--- src/rtl/draw_gremlin.sv ---
// Overlays the animated 16x32 gremlin sprite on the video stream and sequences its two-frame walk.
// Latency: 2 pclk cycles for every timing/colour signal. No backpressure: one pixel per pclk.
// Frame toggles on vblank rising edges only, so rom_frame is stable during active video.
module draw_gremlin #(
    parameter logic [11:0] GREMLIN_COLOR   = 12'hF80,
    parameter int          FRAMES_PER_STEP = 8
) (
    input  logic        pclk,
    input  logic        rst_n,
    input  logic [10:0] hcount_in,
    input  logic [10:0] vcount_in,
    input  logic        hsync_in,
    input  logic        vsync_in,
    input  logic        hblnk_in,
    input  logic        vblnk_in,
    input  logic [11:0] rgb_in,
    input  logic [10:0] xpos,
    input  logic [10:0] ypos,
    input  logic        visible,
    input  logic        anim_en,
    output logic        rom_frame,
    output logic [4:0]  rom_line,
    input  logic [15:0] rom_pixels,
    output logic [10:0] hcount_out,
    output logic [10:0] vcount_out,
    output logic        hsync_out,
    output logic        vsync_out,
    output logic        hblnk_out,
    output logic        vblnk_out,
    output logic [11:0] rgb_out,
    output logic        gremlin_px
);

    typedef struct packed {
        logic [10:0] hcount;
        logic [10:0] vcount;
        logic        hsync;
        logic        vsync;
        logic        hblnk;
        logic        vblnk;
        logic [11:0] rgb;
    } vid_t;

    typedef enum logic {
        FRAME0 = 1'b0,
        FRAME1 = 1'b1
    } anim_state_t;

    localparam logic [7:0] LAST_STEP = 8'(FRAMES_PER_STEP - 1);

    vid_t        s1_d, s1_q, out_d, out_q;
    logic        in_box_d, in_box_q;
    logic [4:0]  rom_line_d, rom_line_q;
    logic [3:0]  col_d, col_q;
    logic        gremlin_px_d, gremlin_px_q;
    anim_state_t state_d, state_q;
    logic [7:0]  step_cnt_d, step_cnt_q;
    logic        vblnk_prev_d, vblnk_prev_q;
    logic        vblnk_armed_d, vblnk_armed_q;

    logic [11:0] h_ext, v_ext, x_ext, y_ext;
    logic        pix_bit, blank_s1, set_px, tick;

    always_comb begin
        h_ext = {1'b0, hcount_in};
        v_ext = {1'b0, vcount_in};
        x_ext = {1'b0, xpos};
        y_ext = {1'b0, ypos};

        s1_d.hcount = hcount_in;
        s1_d.vcount = vcount_in;
        s1_d.hsync  = hsync_in;
        s1_d.vsync  = vsync_in;
        s1_d.hblnk  = hblnk_in;
        s1_d.vblnk  = vblnk_in;
        s1_d.rgb    = rgb_in;

        // 12-bit bounds so a sprite parked near 2047 cannot wrap onto column/row 0.
        in_box_d = visible
                 && (h_ext >= x_ext) && (h_ext < x_ext + 12'd16)
                 && (v_ext >= y_ext) && (v_ext < y_ext + 12'd32);

        rom_line_d = in_box_d ? (vcount_in[4:0] - ypos[4:0]) : rom_line_q;
        col_d      = hcount_in[3:0] - xpos[3:0];

        pix_bit  = rom_pixels[4'd15 - col_q];
        blank_s1 = s1_q.hblnk | s1_q.vblnk;
        set_px   = in_box_q & pix_bit & ~blank_s1;

        out_d = s1_q;
        if (set_px) begin
            out_d.rgb = GREMLIN_COLOR;
        end else if (blank_s1) begin
            out_d.rgb = 12'h000;
        end
        gremlin_px_d = set_px;

        // The armed flag keeps a vblank held high across reset release from counting as an edge.
        vblnk_prev_d  = vblnk_in;
        vblnk_armed_d = 1'b1;
        tick          = vblnk_in & ~vblnk_prev_q & vblnk_armed_q;

        state_d    = state_q;
        step_cnt_d = step_cnt_q;
        if (tick && anim_en) begin
            if (step_cnt_q == LAST_STEP) begin
                step_cnt_d = 8'd0;
                state_d    = (state_q == FRAME0) ? FRAME1 : FRAME0;
            end else begin
                step_cnt_d = step_cnt_q + 8'd1;
            end
        end
    end

    always_ff @(posedge pclk) begin
        if (!rst_n) begin
            s1_q          <= '0;
            out_q         <= '0;
            in_box_q      <= 1'b0;
            rom_line_q    <= 5'd0;
            col_q         <= 4'd0;
            gremlin_px_q  <= 1'b0;
            state_q       <= FRAME0;
            step_cnt_q    <= 8'd0;
            vblnk_prev_q  <= 1'b0;
            vblnk_armed_q <= 1'b0;
        end else begin
            s1_q          <= s1_d;
            out_q         <= out_d;
            in_box_q      <= in_box_d;
            rom_line_q    <= rom_line_d;
            col_q         <= col_d;
            gremlin_px_q  <= gremlin_px_d;
            state_q       <= state_d;
            step_cnt_q    <= step_cnt_d;
            vblnk_prev_q  <= vblnk_prev_d;
            vblnk_armed_q <= vblnk_armed_d;
        end
    end

    assign rom_frame  = (state_q == FRAME1);
    assign rom_line   = rom_line_q;
    assign hcount_out = out_q.hcount;
    assign vcount_out = out_q.vcount;
    assign hsync_out  = out_q.hsync;
    assign vsync_out  = out_q.vsync;
    assign hblnk_out  = out_q.hblnk;
    assign vblnk_out  = out_q.vblnk;
    assign rgb_out    = out_q.rgb;
    assign gremlin_px = gremlin_px_q;

endmodule
--- config.mk ---
export PLATFORM = sky130hd
export DESIGN_NAME = draw_gremlin
export DESIGN_NICKNAME = d
export VERILOG_FILES = /design/src/rtl/draw_gremlin.sv
export SDC_FILE = /design/constraint.sdc
export NUM_CORES = 1
export LEC_CHECK = 0
export BUFFER_PORTS_ARGS = -buffer_cell sky130_fd_sc_hd__buf_2
export CAP_MARGIN = 10
export CORE_UTILIZATION = 45
export CTS_CLUSTER_SIZE = 10
export DETAILED_ROUTE_END_ITERATION = 8
export PLACE_DENSITY = 0.75
export SLEW_MARGIN = 25
export SYNTH_ARGS = -nofsm -noshare
export SYNTH_HDL_FRONTEND = slang
export SYNTH_SLANG_ARGS = --single-unit
--- constraint.sdc ---
create_clock -name pclk -period 2.49 [get_ports pclk]
set_input_delay 0.1245 -clock pclk [delete_from_list [all_inputs] [get_ports pclk]]
set_output_delay 0.1245 -clock pclk [all_outputs]
set_load 0.1 [all_outputs]
==> results of run 1 <==
## how the worst min path moves through the flow
stage,from,endpoint,slack (ps),depth (start not counted)
finish,hcount_in[0],out_d[27],20,3
floorplan,rst_n,vblnk_armed_q,150,0
global route,hcount_in[5],out_d[32],5,2
global placement,rgb_in[10],s1_q[10],330,2
detailed placement,rgb_in[4],s1_q[4],340,2
CTS,vcount_in[0],out_d[16],0.5,3
## cells in the mapped netlist
master,number
sky130_fd_sc_hd__a2111oi_0,1
sky130_fd_sc_hd__a211o_1,2
sky130_fd_sc_hd__a211oi_1,2
sky130_fd_sc_hd__a21boi_0,1
sky130_fd_sc_hd__a21o_1,5
sky130_fd_sc_hd__a21oi_1,15
sky130_fd_sc_hd__a31oi_1,1
sky130_fd_sc_hd__a41oi_1,1
sky130_fd_sc_hd__and2_1,70
sky130_fd_sc_hd__and2_4,1
sky130_fd_sc_hd__and3_1,3
sky130_fd_sc_hd__and3_2,1
sky130_fd_sc_hd__and4b_1,1
sky130_fd_sc_hd__buf_2,1
sky130_fd_sc_hd__buf_6,1
sky130_fd_sc_hd__clkbuf_1,10
sky130_fd_sc_hd__dfxtp_1,97
sky130_fd_sc_hd__fa_1,2
sky130_fd_sc_hd__ha_1,38
sky130_fd_sc_hd__inv_1,28
sky130_fd_sc_hd__mux2_2,1
sky130_fd_sc_hd__mux2i_1,5
sky130_fd_sc_hd__mux4_1,4
sky130_fd_sc_hd__mux4_2,1
sky130_fd_sc_hd__nand2_1,12
sky130_fd_sc_hd__nand2b_1,5
sky130_fd_sc_hd__nand3_1,15
sky130_fd_sc_hd__nand4_1,7
sky130_fd_sc_hd__nor2_1,25
sky130_fd_sc_hd__nor2b_1,2
sky130_fd_sc_hd__nor2b_4,1
sky130_fd_sc_hd__nor3_1,4
sky130_fd_sc_hd__nor3b_1,1
sky130_fd_sc_hd__o2111ai_1,2
sky130_fd_sc_hd__o211ai_1,1
sky130_fd_sc_hd__o21a_1,7
sky130_fd_sc_hd__o21ai_0,5
sky130_fd_sc_hd__o221ai_1,1
sky130_fd_sc_hd__o31ai_1,2
sky130_fd_sc_hd__o32ai_1,1
sky130_fd_sc_hd__xnor2_1,13
sky130_fd_sc_hd__xor2_1,6
## sequential cells by signal (all words and copies together), names as in the netlist
signal         flops
rom_frame          1
vblnk_out          1
vcount_out        11
hcount_out        11
hblnk_out          1
col_q              4
in_box_q           1
hsync_out          1
vblnk_armed_q      1
s1_q              12
vblnk_prev_q       1
rgb_out           12
step_cnt_q         8
out_d             25
vsync_out          1
rom_line           5
gremlin_px         1
## per-stage QoR
| stage | instances | hold WS (ps) | instance area [µm²] | utilization, % | power [mW] |
|---|---|---|---|---|---|
| final | 661 | 18.6 | 5210 | 59.4 | 3.17 |
| after global routing | 661 | 5.21 | 5210 | 59.4 | 3.33 |
| after CTS | 661 | 0.522 | 5210 | 59.4 | 3.21 |
| after detailed placement | 625 | 337 | 4830 | 55.2 | 2.28 |
| after global placement | 625 | 333 | 4830 | 55.2 | 2.27 |
| after floorplan | 402 | 152 | 4110 | - | 2.11 |
## what timing repair did
action                                 in CTS  in global routing
endpoints found under the hold margin      20                  0
hold buffers                               20                  0
gates resized for setup                     0                  0
## power by group through the flow
stage	clock network [mW]	registers, mW	logic [mW]
finish	0.903	1.64	0.633
global route	1.00	1.64	0.687
CTS	0.933	1.64	0.635
detailed placement	0	1.68	0.609
global placement	0	1.67	0.593
floorplan	0	1.86	0.252
## worst max-delay path, cell delays in order
cell and delay (ps):
sky130_fd_sc_hd__dlygate4sd3_1 530, sky130_fd_sc_hd__buf_2 130, sky130_fd_sc_hd__ha_1 360, sky130_fd_sc_hd__nand3_1 110, sky130_fd_sc_hd__a2111oi_0 360, sky130_fd_sc_hd__nor2_1 130, sky130_fd_sc_hd__o2111ai_1 220, sky130_fd_sc_hd__a211o_1 180
sky130_fd_sc_hd__mux2_2 350
## cell families after synthesis
logic type	Yosys count
xor gates and xnor gates	19
adders and majority gates	40
and+or+nand+nor	148
muxes	11
DFF	97
buffers and inverters	40
AOI/OAI and AO/OA	47
## per-layer routing
metal | track usage, % | up-vias | share of wire, %
met5 | 0 | - | 0
met4 | 8.71 | 0 | 2.4
met3 | 2.73 | 16 | 3.9
met2 | 32.5 | 84 | 49
met1 | 21.6 | 1467 | 44
li1 | - | 1635 | -
## final cells by class
| class | instances | share of cell area, % |
|---|---|---|
| well taps | 108 | 2.59 |
| inverters | 28 | 2.02 |
| multi-input cells | 265 | 38.6 |
| clock inverters | 4 | 0.553 |
| clock buffers | 12 | 2.79 |
| repair buffers | 147 | 16.2 |
| flip-flops and latches | 97 | 37.3 |
==> impl_metrics.csv, run 1 <==
group,metric,value,unit
run_status,status,"finished clean",
grt,initial_antenna_violation_count,0,
yosys,top_cell_type_s_share_of_synthesized_area,47.3,%
die,coreArea,8760,µm²
yosys,synth.lib_cells_used.distinct,42,
power,seq_power_share,51.6,%
yosys,synth_top_family_by_area,"simple AND/OR/NAND/NOR gates",
setup_path,rr_worst_depth,5,
clocking,tritoncts_clock_tree,"done",
clocking,postCtsSetupBuffers,0,
die,initial_core_util,46.9,%
layout,antennaDiodeCount,0,
timing,final_critical_path_setup_slack,209,ps
timing,grt_setup_unrepaired,"false",
layout,nNetsFinal,668,
setup_path,worst_setup_path_end_kind,"flip-flop",
timing,hold_violations,0,
setup_path,r2r_setup_slack,380,ps
setup_path,worst-endpoint-required,2720,ps
power,clkPwrFrac,28.5,%
die,die_y,97.6,µm
clocking,clk_pin_slew,90,ps
detailed_routing,drc_errors,0,
timing,finalSetupTns,0,ps
clocking,cts_inserted_buffers,9,
setup_path,worstSetupPathType,"in -> reg",
setup_path,worst_setup_path_endpoint,"rom_line[4]",
setup_path,r2r_end,"rgb_out[1]",
clocking,htreeDepth,3,
yosys,yosys_warnings,0,
placement,gpl.final_weighted_congestion,0.907,
yosys,ys_seq_area_share,47.3,%
yosys,yosys-top-cells-area,"sky130_fd_sc_hd__dfxtp_1 47%, sky130_fd_sc_hd__ha_1 12%, sky130_fd_sc_hd__and2_1 11%",
layout,sequential_cell_area,1940,µm²
detailed_routing,route.antenna.remaining_nets,0,
detailed_routing,route.vias.total,3202,
run,cap_viol_max_count,0,
yosys,ys_seq_elements,97,
clocking,clock_sink_count,97,
power,netsw,0.930,mW
power,share_comb_of_total_power,19.9,%
yosys,yosys-mux-area-fraction,4.60,%
timing,final.period_utilization,91.6,%
layout,multi_input_comb_area,2010,µm²
detailed_routing,drt-vias-per-instance,4.84,
power,cellLeakagePower,2.57,nW
layout,leading_cell_type_in_the_layout_fill_and_taps_excluded,"sky130_fd_sc_hd__buf_2",
layout,layout-drive-gt1-share,26.4,%
yosys,synth-compound-area-share,7.58,%
timing,clock.fmax,0.438,GHz
die,ports,125,
detailed_routing,post_drt_wl_per_cell,13.1,µm
yosys,netlist.top_cell.by_area,"sky130_fd_sc_hd__dfxtp_1",
grt,grt_start_max_net_pins,74,
timing,final_period_minus_worst_setup_slack,2280,ps
power,internal-power,2.24,mW
layout,areaGrowthSynthToFinish,26.7,%
grt,global_route_wire_length_before_repair,14100,µm
setup_path,regToRegStartpoint,"col_q[0]",
timing,finalSetupViolCount,0,
die,design.die.area,9520,µm²
clocking,clock-root-buffer,"sky130_fd_sc_hd__clkbuf_8",
clocking,max-clock-path-buffers,2,
setup_path,worst-path-max-fanout,5,
timing,worst-slew-pin-transition,536,ps
setup_path,worst_setup_start_kind,"primary input",
yosys,yosys.area_share.adder,12.5,%
yosys,synthCells,402,
clocking,insertion_delay,340,ps
setup_path,crit_start,"hcount_in[2]",
yosys,syn_avg_cell_area,10.2,µm²
worst_hold_path,worstHoldPathType,"in -> reg",
power,power.density,610,nW/µm²
power,vdd_ir_drop_max,0.248,mV
detailed_routing,finalWirelength,8650,µm
timing,slew-limit-headroom,64.2,%
layout,layout.cells.most_common_list,"124 x sky130_fd_sc_hd__buf_2, 97 x sky130_fd_sc_hd__dfxtp_1, 70 x sky130_fd_sc_hd__and2_1",
yosys,cell_area_after_synthesis,4110,µm²
power,sw_frac_of_total,29.3,%
setup_path,cp_data_arrival_time,2510,ps
yosys,synth.net_count,522,
grt,first_global_vias,3103,
grt,grt_overflow,0,
die,fp-row-count,34,
grt,groute.usage.overall,18.4,%
timing,finClkSkew,8.55,ps
die,dieWidth,97.6,µm
placement,placement.io_buffers,124,
placement,place_worst_setup_slack,146,ps
layout,nFillCells,757,
detailed_routing,drt_pass_1_iters,4,
detailed_routing,dr.first_iter.drc_count,124,
yosys,synth_simple_gate_area_share,20.1,%
yosys,yosys.area_share.xor_xnor,4.05,%
placement,hpwlAfterDp,6520,µm
timing,final-max-slew-violation-count,0,
Note: power is estimated with default switching activity, not from simulation.
==> run 2: changes to the inputs <==
ABC_AREA = 1   (was unset)
PLACE_DENSITY = 0.74   (was 0.75)
SKIP_LAST_GASP = 1   (was unset)
==> run 2 against run 1 <==
Against the previous run:
- synthesized cell count increased by 44%
- setup slack improved by 230 ps
- via count increased by 20%
- largest cell class unchanged
- sequential share of layout area down 3.6 points
- synthesized area rose by 8.3%
- sequential power barely moved
==> impl_metrics.csv, run 2 <==
group,metric,value,unit
run_status,status,"finished clean",
worst_hold_path,worstHoldPathType,"in -> reg",
layout,multi_input_comb_area,1980,µm²
grt,groute.usage.overall,19.0,%
setup_path,worst_setup_path_end_kind,"flip-flop",
detailed_routing,drt-vias-per-instance,4.38,
setup_path,worstSetupPathType,"in -> reg",
die,coreArea,9420,µm²
yosys,yosys-mux-area-fraction,0,%
yosys,synth-compound-area-share,5.68,%
yosys,synth_top_family_by_area,"simple AND/OR/NAND/NOR gates",
timing,worst-slew-pin-transition,514,ps
run,cap_viol_max_count,0,
grt,global_route_wire_length_before_repair,15500,µm
yosys,cell_area_after_synthesis,4450,µm²
setup_path,critical-path-top-delay-family,"buffers and inverters",
layout,largest_register_ffs,25,
detailed_routing,post_drt_wl_per_cell,10.7,µm
yosys,synth-main-ff-cell,"sky130_fd_sc_hd__dfxtp_1",
detailed_routing,dr.first_iter.drc_count,95,
grt,grt_overflow,0,
yosys,netlist.top_cell.by_area,"sky130_fd_sc_hd__dfxtp_1",
worst_hold_path,worstHoldEndpoint,"out_d[23]",
setup_path,r2r_setup_slack,940,ps
power,power.density,580,nW/µm²
die,ports,125,
die,initial_core_util,47.3,%
detailed_routing,drc_errors,0,
setup_path,cp_data_arrival_time,2310,ps
layout,layout-drive-gt1-share,22.9,%
setup_path,series_of_cell_instances_along_the_critical_path,"dlygate4sd3_1 -> buf_2 -> inv_1 -> ha_1 -> inv_1 -> fa_1 -> nand2_1 -> nand2_1 -> nand3_1 -> nand2_1 -> nand2_1 -> nand2_1 -> a21oi_2 -> nand3_1 -> nand2_1 -> nor2_1",
power,cellLeakagePower,3.33,nW
yosys,synth.lib_cells_used.distinct,35,
timing,finalSetupTns,0,ps
yosys,yosys_warnings,0,
setup_path,crit_slowest_cell,"sky130_fd_sc_hd__dlygate4sd3_1",
setup_path,cp_slowest_stage_delay,540,ps
setup_path,crit_path_frequent_cell,"sky130_fd_sc_hd__nand2_1",
yosys,synthTopCellsByCount,"132 x sky130_fd_sc_hd__nand2_1, 128 x sky130_fd_sc_hd__inv_1, 97 x sky130_fd_sc_hd__dfxtp_1",
clocking,max-clock-path-buffers,2,
placement,placement.io_buffers,124,
clocking,cts_inserted_buffers,9,
detailed_routing,finalWirelength,9410,µm
power,pnr_total_power,3.34,mW
worst_hold_path,min_path_cells,3,
die,dieWidth,101,µm
placement,hpwlAfterDp,7110,µm
setup_path,rr_worst_depth,8,
yosys,synth.net_count,699,
yosys,top_cell_type_s_share_of_synthesized_area,43.6,%
grt,initial_antenna_violation_count,0,
yosys,yosys.cell_count.top_type,"sky130_fd_sc_hd__nand2_1",
timing,hold_violations,0,
grt,first_global_vias,3643,
yosys,syn_avg_cell_area,7.68,µm²
layout,nNetsFinal,863,
clocking,postCtsSetupBuffers,0,
timing,finClkSkew,6.49,ps
yosys,ys_async_sr_fraction,0,%
setup_path,worst_setup_start_kind,"primary input",
clocking,tritoncts_clock_tree,"done",
layout,layout.cells.most_common_list,"132 x sky130_fd_sc_hd__nand2_1, 128 x sky130_fd_sc_hd__inv_1, 124 x sky130_fd_sc_hd__buf_2",
die,die_y,101,µm
timing,finalSetupViolCount,0,
setup_path,worst-endpoint-required,2750,ps
yosys,ys_seq_area_share,43.6,%
clocking,cts.hold.buffers_added,36,
placement,gpl.final_weighted_congestion,0.796,
timing,clock.fmax,0.487,GHz
detailed_routing,route.antenna.remaining_nets,0,
timing,slew-limit-headroom,66.0,%
timing,holdWs,16.8,ps
yosys,synthCells,579,
timing,final-max-slew-violation-count,0,
layout,leading_cell_type_in_the_layout_fill_and_taps_excluded,"sky130_fd_sc_hd__nand2_1",
yosys,yosys-top-cells-area,"sky130_fd_sc_hd__dfxtp_1 44%, sky130_fd_sc_hd__nand2_1 11%, sky130_fd_sc_hd__inv_1 11%",
layout,sequential_cell_area,1940,µm²
layout,antennaDiodeCount,0,
detailed_routing,route.vias.total,3841,
yosys,yosys.area_share.xor_xnor,3.15,%
worst_hold_path,min-delay-start,"vcount_in[7]",
yosys,synth_simple_gate_area_share,24.0,%
layout,nFillCells,821,
layout,areaGrowthSynthToFinish,29.4,%
timing,final.period_utilization,82.5,%
layout,finish.cell_count_without_fillers,877,
yosys,ys_seq_elements,97,
clocking,cts_resized,0,
yosys,number_of_enable_flip_flop_cells_after_synthesis,0,
setup_path,worstPathBufferInverterCount,4,
clocking,insertion_delay,350,ps
power,vdd_ir_drop_max,0.247,mV
setup_path,worst-path-max-fanout,5,
detailed_routing,drt_pass_1_iters,4,
timing,final_period_minus_worst_setup_slack,2050,ps
die,design.die.area,10300,µm²
clocking,clk_pin_slew,100,ps
grt,grt_start_max_net_pins,41,
setup_path,r2r_end,"rgb_out[3]",
clocking,clock_sink_count,97,
clocking,htreeDepth,3,
placement,numPlacedInstances,825,
yosys,yosys.area_share.adder,11.6,%
clocking,clock-root-buffer,"sky130_fd_sc_hd__clkbuf_8",
die,fp-row-count,35,
timing,grt_setup_unrepaired,"false",
setup_path,regToRegStartpoint,"col_q[0]",
-- run 2: layout make-up --
class / instances / area share [%]
multi-input cells: 342 / 34.4
inverters: 131 / 8.54
flip-flops and latches: 97 / 33.7
clock inverters: 7 / 1.13
repair buffers: 162 / 17.3
well taps: 129 / 2.80
clock buffers: 9 / 2.15
-- run 2: worst max path at each step --
stage | from | end | slack, ps | depth (start not counted)
finish | hcount_in[0] | rom_line[2] | 440 | 16
detailed placement | xpos[5] | rom_line[3] | 430 | 13
CTS | hcount_in[0] | rom_line[1] | 470 | 16
global route | hcount_in[0] | rom_line[1] | 200 | 16
floorplan | xpos[4] | rom_line[0] | 770 | 12
global placement | xpos[5] | rom_line[4] | 550 | 13
-- run 2: per-layer routing --
layer / vias up / global-route usage [%] / part of all wire (%)
met5: - / 0 / 0
li1: 2063 / - / -
met1: 1698 / 23.1 / 47
met4: 0 / 7.58 / 0.85
met2: 72 / 34.3 / 50
met3: 8 / 2.00 / 2.2
-- run 2: worst min-delay path, stage by stage --
cell and delay, ps:
sky130_fd_sc_hd__buf_2 120, sky130_fd_sc_hd__nand2_1 60, sky130_fd_sc_hd__inv_1 50
-- run 2: kinds of logic (layout without fill, tap and decap cells) --
| group | count (synthesis) | in the layout |
|---|---|---|
| compound gates | 44 | 44 |
| flops | 97 | 97 |
| simple gates | 242 | 242 |
| buf+inv | 140 | 309 |
| xor+xnor | 16 | 16 |
| fa+ha+maj | 40 | 40 |
-- run 2: stage by stage --
step	cell area, µm²	setup slack (ps)	utilization, %
floorplan	4450	767	-
global placement	5210	554	55.3
detailed placement	5210	431	55.3
CTS	5760	468	61.2
global route	5760	201	61.2
finish	5760	436	61.2
-- run 2: report_power, final --
group          switching (mW)  internal [mW]  total, mW  leakage [nW]
sequential             0.0260           1.62       1.65         0.799
combinational           0.485          0.247      0.732          2.44
clock                   0.581          0.383      0.964        0.0969
==> run 3: changes to the inputs <==
clock period = 2.1 ns   (was 2.49 ns; I/O delays follow)
==> run 3 against run 2 <==
Against the previous run:
- setup slack got worse by 280 ps
- utilization increased by 0.72 points
- die area unchanged
- non-clock buffer count increased by 2
- total power increased by 20%
- critical path depth decreased by 2
- sequential cell count unchanged
- combinational power increased by 21%
- clock power increased by 22%
- critical endpoint is now rom_line[3]
- clock skew increased by 4.2 ps
- highest routed layer unchanged
- register-to-register slack got worse by 360 ps
- critical path type unchanged
- sequential share of layout area decreased by 0.39 points
==> impl_metrics.csv, run 3 (synthesized netlist as in run 2, its figures left out) <==
group,metric,value,unit
layout,areaGrowthSynthToFinish,30.9,%
run_status,status,"finished clean",
die,initial_core_util,47.3,%
die,die_y,101,µm
timing,final-max-slew-violation-count,0,
setup_path,cp_slowest_stage_delay,540,ps
worst_hold_path,worstHoldPathType,"in -> reg",
layout,largest_register_ffs,25,
clocking,clk_pin_slew,100,ps
setup_path,worst_setup_start_kind,"primary input",
die,ports,125,
clocking,insertion_delay,360,ps
layout,layout-drive-gt1-share,24.0,%
power,cellLeakagePower,3.35,nW
grt,initial_antenna_violation_count,0,
timing,finClkSkew,10.7,ps
detailed_routing,post_drt_wl_per_cell,10.8,µm
timing,grt_setup_unrepaired,"false",
layout,nFillCells,825,
grt,first_global_vias,3739,
setup_path,series_of_cell_instances_along_the_critical_path,"dlygate4sd3_1 -> buf_2 -> inv_1 -> ha_1 -> fa_1 -> o21ai_2 -> nand2_1 -> nand2_1 -> nand2_1 -> nand2_1 -> nor2_2 -> nand3_1 -> nand2_1 -> nor2_1",
timing,finalSetupTns,0,ps
layout,leading_cell_type_in_the_layout_fill_and_taps_excluded,"sky130_fd_sc_hd__nand2_1",
clocking,max-clock-path-buffers,2,
power,vdd_ir_drop_max,0.310,mV
setup_path,worst-path-max-fanout,5,
power,power.density,690,nW/µm²
setup_path,regToRegStartpoint,"col_q[0]",
grt,grt_overflow,0,
detailed_routing,dr.first_iter.drc_count,95,
detailed_routing,route.antenna.remaining_nets,0,
timing,worst-slew-pin-transition,517,ps
die,coreArea,9420,µm²
die,fp-row-count,35,
setup_path,critical-path-top-delay-family,"buffers and inverters",
worst_hold_path,min_path_cells,3,
setup_path,crit_slowest_cell,"sky130_fd_sc_hd__dlygate4sd3_1",
clocking,clock_sink_count,97,
run,cap_viol_max_count,0,
setup_path,worst-endpoint-required,2400,ps
timing,final_critical_path_setup_slack,153,ps
detailed_routing,route.vias.total,3854,
layout,layout.cells.most_common_list,"129 x sky130_fd_sc_hd__nand2_1, 127 x sky130_fd_sc_hd__inv_1, 123 x sky130_fd_sc_hd__buf_2",
grt,global_route_wire_length_before_repair,15900,µm
layout,nNetsFinal,865,
clocking,cts_inserted_buffers,9,
timing,final_period_minus_worst_setup_slack,1950,ps
detailed_routing,drt-vias-per-instance,4.38,
timing,hold_violations,0,
setup_path,worst_setup_path_end_kind,"flip-flop",
setup_path,cp_data_arrival_time,2250,ps
worst_hold_path,worstHoldEndpoint,"out_d[27]",
placement,placement.io_buffers,124,
placement,gpl.final_weighted_congestion,0.805,
timing,finalSetupViolCount,0,
placement,hpwlAfterDp,7320,µm
layout,sequential_cell_area,1940,µm²
detailed_routing,drt_pass_1_iters,4,
detailed_routing,finalWirelength,9470,µm
setup_path,rr_worst_depth,8,
setup_path,worstPathBufferInverterCount,3,
layout,multi_input_comb_area,2010,µm²
die,design.die.area,10300,µm²
timing,final.period_utilization,92.7,%
grt,groute.usage.overall,19.6,%
clocking,htreeDepth,3,
die,dieWidth,101,µm
clocking,clock-root-buffer,"sky130_fd_sc_hd__clkbuf_8",
setup_path,crit_path_frequent_cell,"sky130_fd_sc_hd__nand2_1",
worst_hold_path,min-delay-start,"hcount_in[0]",
setup_path,worstSetupPathType,"in -> reg",
clocking,tritoncts_clock_tree,"done",
setup_path,r2r_setup_slack,580,ps
timing,clock.fmax,0.514,GHz
timing,holdWs,46.8,ps
placement,place_worst_setup_slack,110,ps
detailed_routing,drc_errors,0,
timing,slew-limit-headroom,65.8,%
setup_path,r2r_end,"rgb_out[3]",
grt,grt_start_max_net_pins,32,
layout,antennaDiodeCount,0,
[run 3: cell types whose count changed in the layout (fill, tap and decap cells not counted), sizes merged]
cell,previous run,this run
clkinvlp,0,2
inv,133,134
dlymetal6s4s,0,1
clkinv,5,2
dlygate4sd3,36,37
[run 3: cell type report]
cell class,instances,share of cell area (%)
multi-input cells,342,34.5
clock buffers,9,2.13
repair buffers,164,17.5
clock inverters,7,1.27
flip-flops and latches,97,33.3
inverters,131,8.44
well taps,129,2.77
[run 3: tightest hold or removal path: stages]
cell and delay (ps):
sky130_fd_sc_hd__dlymetal6s4s_1 180, sky130_fd_sc_hd__nand2_1 50, sky130_fd_sc_hd__inv_1 40
[run 3: power breakdown]
part,internal (mW),leakage [nW],switching [mW]
Combinational,0.303,2.46,0.587
Clock,0.467,0.0942,0.713
Sequential,1.92,0.799,0.0306
[run 3: per-layer routing]
| layer | track usage [%] | vias to the layer above | routed length (µm) | part of all wire [%] |
|---|---|---|---|---|
| li1 | - | 2074 | - | - |
| met1 | 23.9 | 1679 | 4380 | 46 |
| met2 | 34.6 | 86 | 4660 | 49 |
| met3 | 2.55 | 15 | 266 | 2.8 |
| met4 | 8.25 | 0 | 172 | 1.8 |
| met5 | 0 | - | 0 | 0 |
[run 3: what timing repair did]
item                                    in CTS  in global routing
buffers inserted                             0                  1
hold buffers                                38                  0
gates resized for setup                      0                 11
hold endpoints to repair                    38                  0
endpoints found under the setup margin       0                  5
[run 3: through the flow]
| stage | cell area, µm² | instances | utilization, % | power, mW |
|---|---|---|---|---|
| 3_5_place_dp | 5210 | 825 | 55.3 | 2.81 |
| 6_report | 5830 | 879 | 61.9 | 4.02 |
| 2_1_floorplan | 4450 | 579 | - | 2.59 |
| 4_1_cts | 5790 | 879 | 61.5 | 4.05 |
| 5_1_grt | 5830 | 879 | 61.9 | 4.25 |
| 3_3_place_gp | 5210 | 825 | 55.3 | 2.79 |
[run 3: worst max path at each step]
| stage | start | end | slack (ps) | depth (start not counted) |
|---|---|---|---|---|
| 3_5_place_dp | xpos[5] | rom_line[4] | 110 | 13 |
| 4_1_cts | hcount_in[0] | rom_line[1] | 90 | 16 |
| 2_1_floorplan | xpos[4] | rom_line[0] | 400 | 12 |
| 3_3_place_gp | xpos[4] | rom_line[0] | 170 | 13 |
| 6_report | vcount_in[0] | rom_line[3] | 150 | 14 |
| 5_1_grt | vcount_in[0] | rom_line[2] | 30 | 14 |
